## src/rtl/hdmi_src_arbiter.sv

```systemverilog
// Frame-synchronous two-source pixel arbiter: ownership of the HDMI pixel path
// changes only at one blanking row per frame, with minimum hold and round-robin ties.
module hdmi_src_arbiter #(
   parameter int unsigned ROW_W      = 10,
   parameter int unsigned SWITCH_ROW = 720,
   parameter int unsigned MIN_FRAMES = 4
) (
   input  logic             pix_clk,
   input  logic             reset,
   input  logic [ROW_W-1:0] row,
   input  logic             req0,
   input  logic             req1,
   input  logic [7:0]       r0,
   input  logic [7:0]       g0,
   input  logic [7:0]       b0,
   input  logic [7:0]       r1,
   input  logic [7:0]       g1,
   input  logic [7:0]       b1,
   output logic             gnt0,
   output logic             gnt1,
   output logic [7:0]       r,
   output logic [7:0]       g,
   output logic [7:0]       b,
   output logic             frame_tick,
   output logic             switched
);

   localparam int unsigned HOLD_W = $clog2(MIN_FRAMES + 1);

   typedef enum logic [1:0] {IDLE, OWN0, OWN1} state_t;

   state_t            state, state_nxt;
   logic [ROW_W-1:0]  row_q;
   logic [HOLD_W-1:0] hold_cnt;
   logic              last_owner;
   logic              boundary;
   logic              hold_ok;

   // row_q resets to 0, so a row already at SWITCH_ROW on reset release still counts
   assign boundary = (row == ROW_W'(SWITCH_ROW)) && (row_q != ROW_W'(SWITCH_ROW));
   assign hold_ok  = (32'(hold_cnt) + 32'd1) >= 32'(MIN_FRAMES);

   always_ff @(posedge pix_clk) begin
      if (reset) begin
         state      <= IDLE;
         row_q      <= '0;
         hold_cnt   <= '0;
         last_owner <= 1'b1;
         frame_tick <= 1'b0;
         switched   <= 1'b0;
      end else begin
         row_q      <= row;
         state      <= state_nxt;
         frame_tick <= boundary;
         switched   <= boundary && (state_nxt != state);
         if ((state_nxt != state) && (state_nxt != IDLE)) begin
            hold_cnt   <= '0;
            last_owner <= (state_nxt == OWN1);
         end else if (boundary && (state_nxt == state) && (state != IDLE) &&
                      (hold_cnt != HOLD_W'(MIN_FRAMES))) begin
            hold_cnt <= hold_cnt + 1'b1;
         end
      end
   end

   always_comb begin
      state_nxt = state;
      if (boundary) begin
         case (state)
            IDLE: begin
               if (req0 && req1)
                  state_nxt = last_owner ? OWN0 : OWN1;
               else if (req0)
                  state_nxt = OWN0;
               else if (req1)
                  state_nxt = OWN1;
            end
            OWN0: begin
               if (!req0)
                  state_nxt = req1 ? OWN1 : IDLE;
               else if (req1 && hold_ok)
                  state_nxt = OWN1;
            end
            OWN1: begin
               if (!req1)
                  state_nxt = req0 ? OWN0 : IDLE;
               else if (req0 && hold_ok)
                  state_nxt = OWN0;
            end
            default: state_nxt = IDLE;
         endcase
      end
   end

   always_comb begin
      gnt0 = (state == OWN0);
      gnt1 = (state == OWN1);
      r    = '0;
      g    = '0;
      b    = '0;
      case (state)
         OWN0: begin
            r = r0;
            g = g0;
            b = b0;
         end
         OWN1: begin
            r = r1;
            g = g1;
            b = b1;
         end
         default: ;
      endcase
   end

endmodule

```

## config.mk

```make
export PLATFORM = sky130hd
export DESIGN_NAME = hdmi_src_arbiter
export DESIGN_NICKNAME = d
export VERILOG_FILES = /design/src/rtl/hdmi_src_arbiter.sv
export SDC_FILE = /design/constraint.sdc
export NUM_CORES = 1
export LEC_CHECK = 0
export CAP_MARGIN = 20
export CORE_UTILIZATION = 41
export CTS_BUF_LIST = sky130_fd_sc_hd__clkbuf_2
export DETAILED_ROUTE_END_ITERATION = 12
export GPL_TIMING_DRIVEN = 0
export PLACE_DENSITY = 0.95
export SETUP_SLACK_MARGIN = 0.1
export SLEW_MARGIN = 15
export SYNTH_ARGS = -nofsm -noshare
export SYNTH_HDL_FRONTEND = slang
export SYNTH_SLANG_ARGS = --single-unit
```

## constraint.sdc

```tcl
create_clock -name pix_clk -period 3.7 [get_ports pix_clk]
set_clock_uncertainty 0.05 [all_clocks]
set_input_delay 0.37 -clock pix_clk [delete_from_list [all_inputs] [get_ports pix_clk]]
set_output_delay 0.37 -clock pix_clk [all_outputs]
set_load 0.1 [all_outputs]
```

==> results of run 1 <==
## final timing paths
check                           slack [ns]         from           to
worst min-delay path                  0.27        reset     row_q[9]
worst max-delay path                  0.38     state[0]         g[2]
worst min register to register        0.51  hold_cnt[0]  hold_cnt[0]
worst max register to register        0.85     state[0]  hold_cnt[2]
## area by class of cell
class	instances	share of cell area
buffer	13	0.0290
clock buffer	3	0.00632
inverter	9	0.0142
multi-input combinational	133	0.449
sequential	18	0.152
tap	46	0.0242
timing repair buffer	87	0.325
## metal layers
layer | GRT usage | part of all wire | wire length (um) | up-vias
li1 | - | - | - | 827
met1 | 0.274 | 0.42 | 1920 | 794
met2 | 0.430 | 0.51 | 2360 | 60
met3 | 0.0455 | 0.061 | 280 | 4
met4 | 0.0508 | 0.011 | 50 | 0
met5 | 0 | 0 | 0 | -
## synth_stat cells, types with 2 or more instances
master     instances  area [um2]
a2111oi_2          2        30.0
a211oi_1           3        22.5
a21oi_1            7        35.0
a22oi_1           27         203
buf_1              4        15.0
buf_2              3        15.0
buf_4              2        15.0
clkbuf_1           2        7.51
dfxtp_1           18         360
ha_1               6        75.1
inv_1              9        33.8
nand2_1            3        11.3
nand3_1            4        20.0
nand4b_1           2        17.5
nor2_1            11        41.3
nor2b_1           34         213
nor3_1             3        15.0
nor4_1             2        12.5
o21ai_0            3        15.0
## metrics by stage
step | hold slack, ns | util | instance area (um2)
5_1_grt | 0.252 | 0.701 | 2380
3_5_place_dp | 0.486 | 0.725 | 2460
4_1_cts | 0.273 | 0.722 | 2450
6_report | 0.274 | 0.701 | 2380
3_3_place_gp | 0.476 | 0.725 | 2460
2_1_floorplan | 0.448 | - | 1530
## sequential cells by signal, summed over array words and instances, names as in the netlist
name,count
frame_tick,1
hold_cnt,3
last_owner,1
row_q,10
state,2
switched,1
## worst max-delay path: stages (launching register included)
cell and delay (ns):
dfxtp_1 0.36, clkbuf_2 0.19, inv_1 0.13, ha_1 0.25, buf_2 0.26, a22oi_1 0.15
nor2b_2 0.15, clkdlybuf4s50_1 1.14
## power by group
part           switching (mW)  total (mW)  internal, mW
registers             0.00250       0.203         0.201
clock network          0.0531      0.0752        0.0221
logic                  0.0272      0.0956        0.0683
total                  0.0828       0.374         0.291
## logic make-up after synthesis
logic type,synth area share
AOI/OAI and AO/OA,0.348
muxes,0.00681
adders and majority gates,0.0511
xor gates and xnor gates,0.00596
and+or+nand+nor,0.273
DFF,0.245
buffers and inverters,0.0698
## cell usage in the layout, fill, tap and decap left out, types with 2 or more instances in the layout
master,netlist,layout
nor3_1,3,3
nand3_1,4,4
inv_1,9,9
clkbuf_1,2,2
nor2_1,11,11
ha_1,6,6
clkdlybuf4s50_1,0,66
a22oi_1,27,27
dfxtp_1,18,18
a2111oi_2,2,2
nand2_1,3,3
o21ai_0,3,3
clkbuf_2,1,24
buf_2,3,3
buf_1,4,4
nor2b_1,34,10
nor2b_2,0,24
buf_4,2,2
a21oi_1,7,7
a211oi_1,3,3
nor4_1,2,2
nand4b_1,2,2
==> flow_metrics.env, run 1 <==
export IMPL_status="finished clean"
export IMPL_drc=0
export IMPL_min_path_type="in2reg"
export IMPL_cts_sinks=18
export IMPL_setup_viol=0
export IMPL_drt_iter0_markers=61
export IMPL_cts_max_level=1
export IMPL_fmax_ghz=0.302
export IMPL_cp_arrival_ns=2.90
export IMPL_post_cts_setup_buffers=0
export IMPL_min_period_over_period=0.896
export IMPL_vias=1685
export IMPL_hpwl_mm=3.74
export IMPL_start_util=0.434
export IMPL_cts_resized=20
export IMPL_fin_cells=309
export IMPL_cts_root_buf="clkbuf_2"
export IMPL_gp_congestion=0.848
export IMPL_grt_max_degree=11
export IMPL_powerDensity_nw_per_um2=157
export IMPL_placed_cells=306
export IMPL_fin_ws_ns=0.385
export IMPL_tightest_slew_ns=0.984
export IMPL_drv_cap=0
export IMPL_setup_tns_ns=0
export IMPL_wl_mm=4.61
export IMPL_pre_cts_slack_ns=0.296
export IMPL_synth_top_flop_cell="dfxtp_1"
export IMPL_grt_pass1_wl_mm=6.64
export IMPL_core_area_um2=3390
export IMPL_multi_input_area_um2=1070
export IMPL_nFillCells=265
export IMPL_drv_slew=0
export IMPL_cts_made_buffers=3
export IMPL_power_mw=0.374
export IMPL_dieWidth_um=61.9
export IMPL_clock_latency_ns=0.29
export IMPL_max_slew_margin=0.342
export IMPL_min_period_ns=3.32
export IMPL_die_h_um=61.9
export IMPL_grt_pass1_vias=1508
export IMPL_syn_cell_area_um2=1470
export IMPL_hold_viol_final=0
export IMPL_ys_types=47
export IMPL_wl_per_cell_um=14.9
export IMPL_synth_async_reset_ratio=0
export IMPL_die_area_um2=3830
export IMPL_rsz0062_at_grt="no"
export IMPL_rows=21
export IMPL_min_path_cells=2
export IMPL_cts_buffer_depth=2
export IMPL_drive_above_1_share=0.251
export IMPL_synth_edf_count=0
export IMPL_overflow=0
export IMPL_ys_ff_latch=18
export IMPL_area_growth_synth_to_final_pct=61.6
export IMPL_yosysWarnings=0
export IMPL_irDropWorstVdd_mv=0.228
export IMPL_ys_seq_area_frac=0.245
export IMPL_syn_area_per_cell_um2=8.50
export IMPL_port_buffers=87
export IMPL_firstDrtPassIters=4
export IMPL_grt_usage=0.231
export IMPL_worstPathRequired_ns=3.28
export IMPL_crit_fanout=10
export IMPL_via_per_inst=5.45
export IMPL_diodes=0
export IMPL_p_leak_nw=0.830
export IMPL_ant_nets=0
export IMPL_seqCellArea_um2=360
export IMPL_cts_tree="done"
export IMPL_clk_pin_slew_ns=0.15
export IMPL_cp_start_kind="register"
export IMPL_antenna_found_initial=0
export IMPL_cts_hold_buffers=0
export IMPL_syn_inst=173
export IMPL_path_class="reg2out"
export IMPL_crit_path_end_kind="output port"
export IMPL_fin_nets=333
export IMPL_synth_net_count=241
export IMPL_ioPinCount=90
export IMPL_ff2ff_path_depth=10
No activity file was read; power rests on OpenSTA's default activity.
==> run 2: changes to the inputs <==
--- a/config.mk
+++ b/config.mk
@@ -6,12 +6,12 @@
 export NUM_CORES = 1
 export LEC_CHECK = 0
 export CAP_MARGIN = 20
+export CORE_MARGIN = 4
 export CORE_UTILIZATION = 41
 export CTS_BUF_LIST = sky130_fd_sc_hd__clkbuf_2
 export DETAILED_ROUTE_END_ITERATION = 12
 export GPL_TIMING_DRIVEN = 0
 export PLACE_DENSITY = 0.95
-export SETUP_SLACK_MARGIN = 0.1
 export SLEW_MARGIN = 15
 export SYNTH_ARGS = -nofsm -noshare
 export SYNTH_HDL_FRONTEND = slang
==> run 2 against run 1 <==
Sequential share of layout area decreased by 0.46 points; non-clock buffer count is the same; largest cell class unchanged; utilization increased by 2.2 points; worst hold slack got worse by 0.014 ns; final cell count is 0.32% higher; wire length grew 9.0%; sequential power hardly changed; maximum frequency is 5.0% lower; sequential cell count did not move; clock-buffer cell count stayed put; largest power group unchanged; power is 1.9% higher.
==> flow_metrics.env, run 2 (same netlist as run 1, synthesis figures left out) <==
export IMPL_p_clk_frac=0.214
export IMPL_firstDrtPassIters=5
export IMPL_top_register="row_q"
export IMPL_irDropWorstVdd_mv=0.140
export IMPL_dieWidth_um=67.9
export IMPL_gp_congestion=0.873
export IMPL_area_growth_synth_to_final_pct=66.7
export IMPL_diodes=0
export IMPL_clk_pin_slew_ns=0.15
export IMPL_max_slew_margin=0.335
export IMPL_drv_cap=0
export IMPL_path_class="reg2out"
export IMPL_tightest_slew_ns=1.00
export IMPL_ff2ff_path_depth=10
export IMPL_reg_top3="row_q: 10 flops, hold_cnt: 3 flops, state: 2 flops"
export IMPL_reg2reg_slack_ns=0.80
export IMPL_worstPathRequired_ns=3.28
export IMPL_via_per_inst=5.46
export IMPL_cts_made_buffers=3
export IMPL_min_to="row_q[9]"
export IMPL_final_common_cell="clkdlybuf4s50_1"
export IMPL_drc=0
export IMPL_grt_usage=0.212
export IMPL_crit_fanout=10
export IMPL_ant_nets=0
export IMPL_die_h_um=67.9
export IMPL_ioPinCount=90
export IMPL_clock_latency_ns=0.30
export IMPL_hpwl_mm=4.09
export IMPL_layout_common_cells="66 x clkdlybuf4s50_1, 27 x a22oi_1, 21 x nor2b_2"
export IMPL_drt_iter0_markers=79
export IMPL_largest_reg_flops=10
export IMPL_reg2reg_to="hold_cnt[2]"
export IMPL_wl_per_cell_um=16.2
export IMPL_powerDensity_nw_per_um2=155
export IMPL_cts_max_level=1
export IMPL_cts_sinks=18
export IMPL_status="finished clean"
export IMPL_setup_viol=0
export IMPL_min_period_over_period=0.943
export IMPL_hold_viol_final=0
export IMPL_port_buffers=87
export IMPL_core_area_um2=3390
export IMPL_die_area_um2=4610
export IMPL_start_util=0.434
export IMPL_min_period_ns=3.49
export IMPL_drv_slew=0
export IMPL_netSwitchingPower_mw=0.0885
export IMPL_grt_pass1_vias=1629
export IMPL_p_leak_nw=0.893
export IMPL_cts_buffer_depth=2
export IMPL_min_path_cells=2
export IMPL_grt_max_degree=11
export IMPL_cts_tree="done"
export IMPL_vias=1692
export IMPL_grt_pass1_wl_mm=7.65
export IMPL_cts_hold_buffers=0
export IMPL_rsz0062_at_grt="no"
export IMPL_drive_above_1_share=0.163
export IMPL_antenna_found_initial=0
export IMPL_rows=21
export IMPL_pwr_share_seq=0.533
export IMPL_post_route_util=0.723
export IMPL_overflow=0
export IMPL_min_path_type="in2reg"
export IMPL_nFillCells=257
export IMPL_cts_root_buf="clkbuf_2"
export IMPL_r2r_start="state[0]"
export IMPL_p_comb_frac=0.252
export IMPL_netSwitchingFraction=0.232
export IMPL_wl_mm=5.02
export IMPL_internal_power_mw=0.293
export IMPL_holdCritStartpoint="reset"
export IMPL_fmax_ghz=0.287
export IMPL_fin_nets=333
export IMPL_cp_arrival_ns=3.07
export IMPL_crit_path_end_kind="output port"
export IMPL_setup_tns_ns=0
export IMPL_cp_start_kind="register"
-- run 2: worst max-delay path, cell delays in order, from the launching register on --
cell and delay [ns]:
dfxtp_1 0.36, clkbuf_2 0.19, inv_1 0.13, ha_1 0.26, buf_2 0.26, buf_1 0.39
a22oi_1 0.19, nor2b_2 0.12, dlygate4sd2_1 0.87
-- run 2: worst max path at each step --
stage,startpoint,to,slack [ns]
final,state[0],b[5],0.21
after global routing,state[0],g[3],0.0004
after CTS,state[1],g[5],0.09
after detailed placement,state[0],r[4],0.29
after global placement,state[0],b[1],0.32
after floorplan,state[0],g[0],0.08
-- run 2: through the flow --
| stage | instance area [um2] | total power [mW] | worst slack, ns | hold WS, ns | cells |
|---|---|---|---|---|---|
| global route | 2450 | 0.405 | 0.000357 | 0.220 | 310 |
| detailed placement | 2450 | 0.303 | 0.293 | 0.483 | 306 |
| global placement | 2450 | 0.300 | 0.321 | 0.474 | 306 |
| floorplan | 1520 | 0.233 | 0.0837 | 0.448 | 173 |
| CTS | 2440 | 0.385 | 0.0876 | 0.251 | 310 |
| finish | 2450 | 0.381 | 0.212 | 0.260 | 310 |
-- run 2: power by group through the flow --
stage                     logic, mW  registers [mW]  clock network, mW
after floorplan              0.0266           0.207                  0
final                        0.0961           0.203             0.0817
after global routing          0.102           0.204             0.0980
after global placement       0.0926           0.207                  0
after detailed placement     0.0954           0.207                  0
after CTS                    0.0960           0.203             0.0851
-- run 2: area by class of cell --
class	count	area [um2]	share of cell area
Multi-Input combinational cell	133	1060	0.432
Clock inverter	1	3.75	0.00153
Buffer	13	68.8	0.0281
Sequential cell	18	360	0.147
Tap cell	46	57.6	0.0235
Inverter	9	33.8	0.0138
Clock buffer	3	15.0	0.00613
Timing Repair Buffer	87	852	0.348
-- run 2: what timing repair did --
| action | CTS | global route |
|---|---|---|
| setup buffers | 0 | 0 |
| resized for setup | 20 | 4 |
| setup endpoints to repair | 20 | 4 |
-- run 2: metal layers --
metal  track usage  wire length (um)  vias up
met1         0.254              1910      777
li1              -                 -      821
met5             0                 0        -
met3        0.0558               462       10
met4        0.0447                70        0
met2         0.380              2570       84
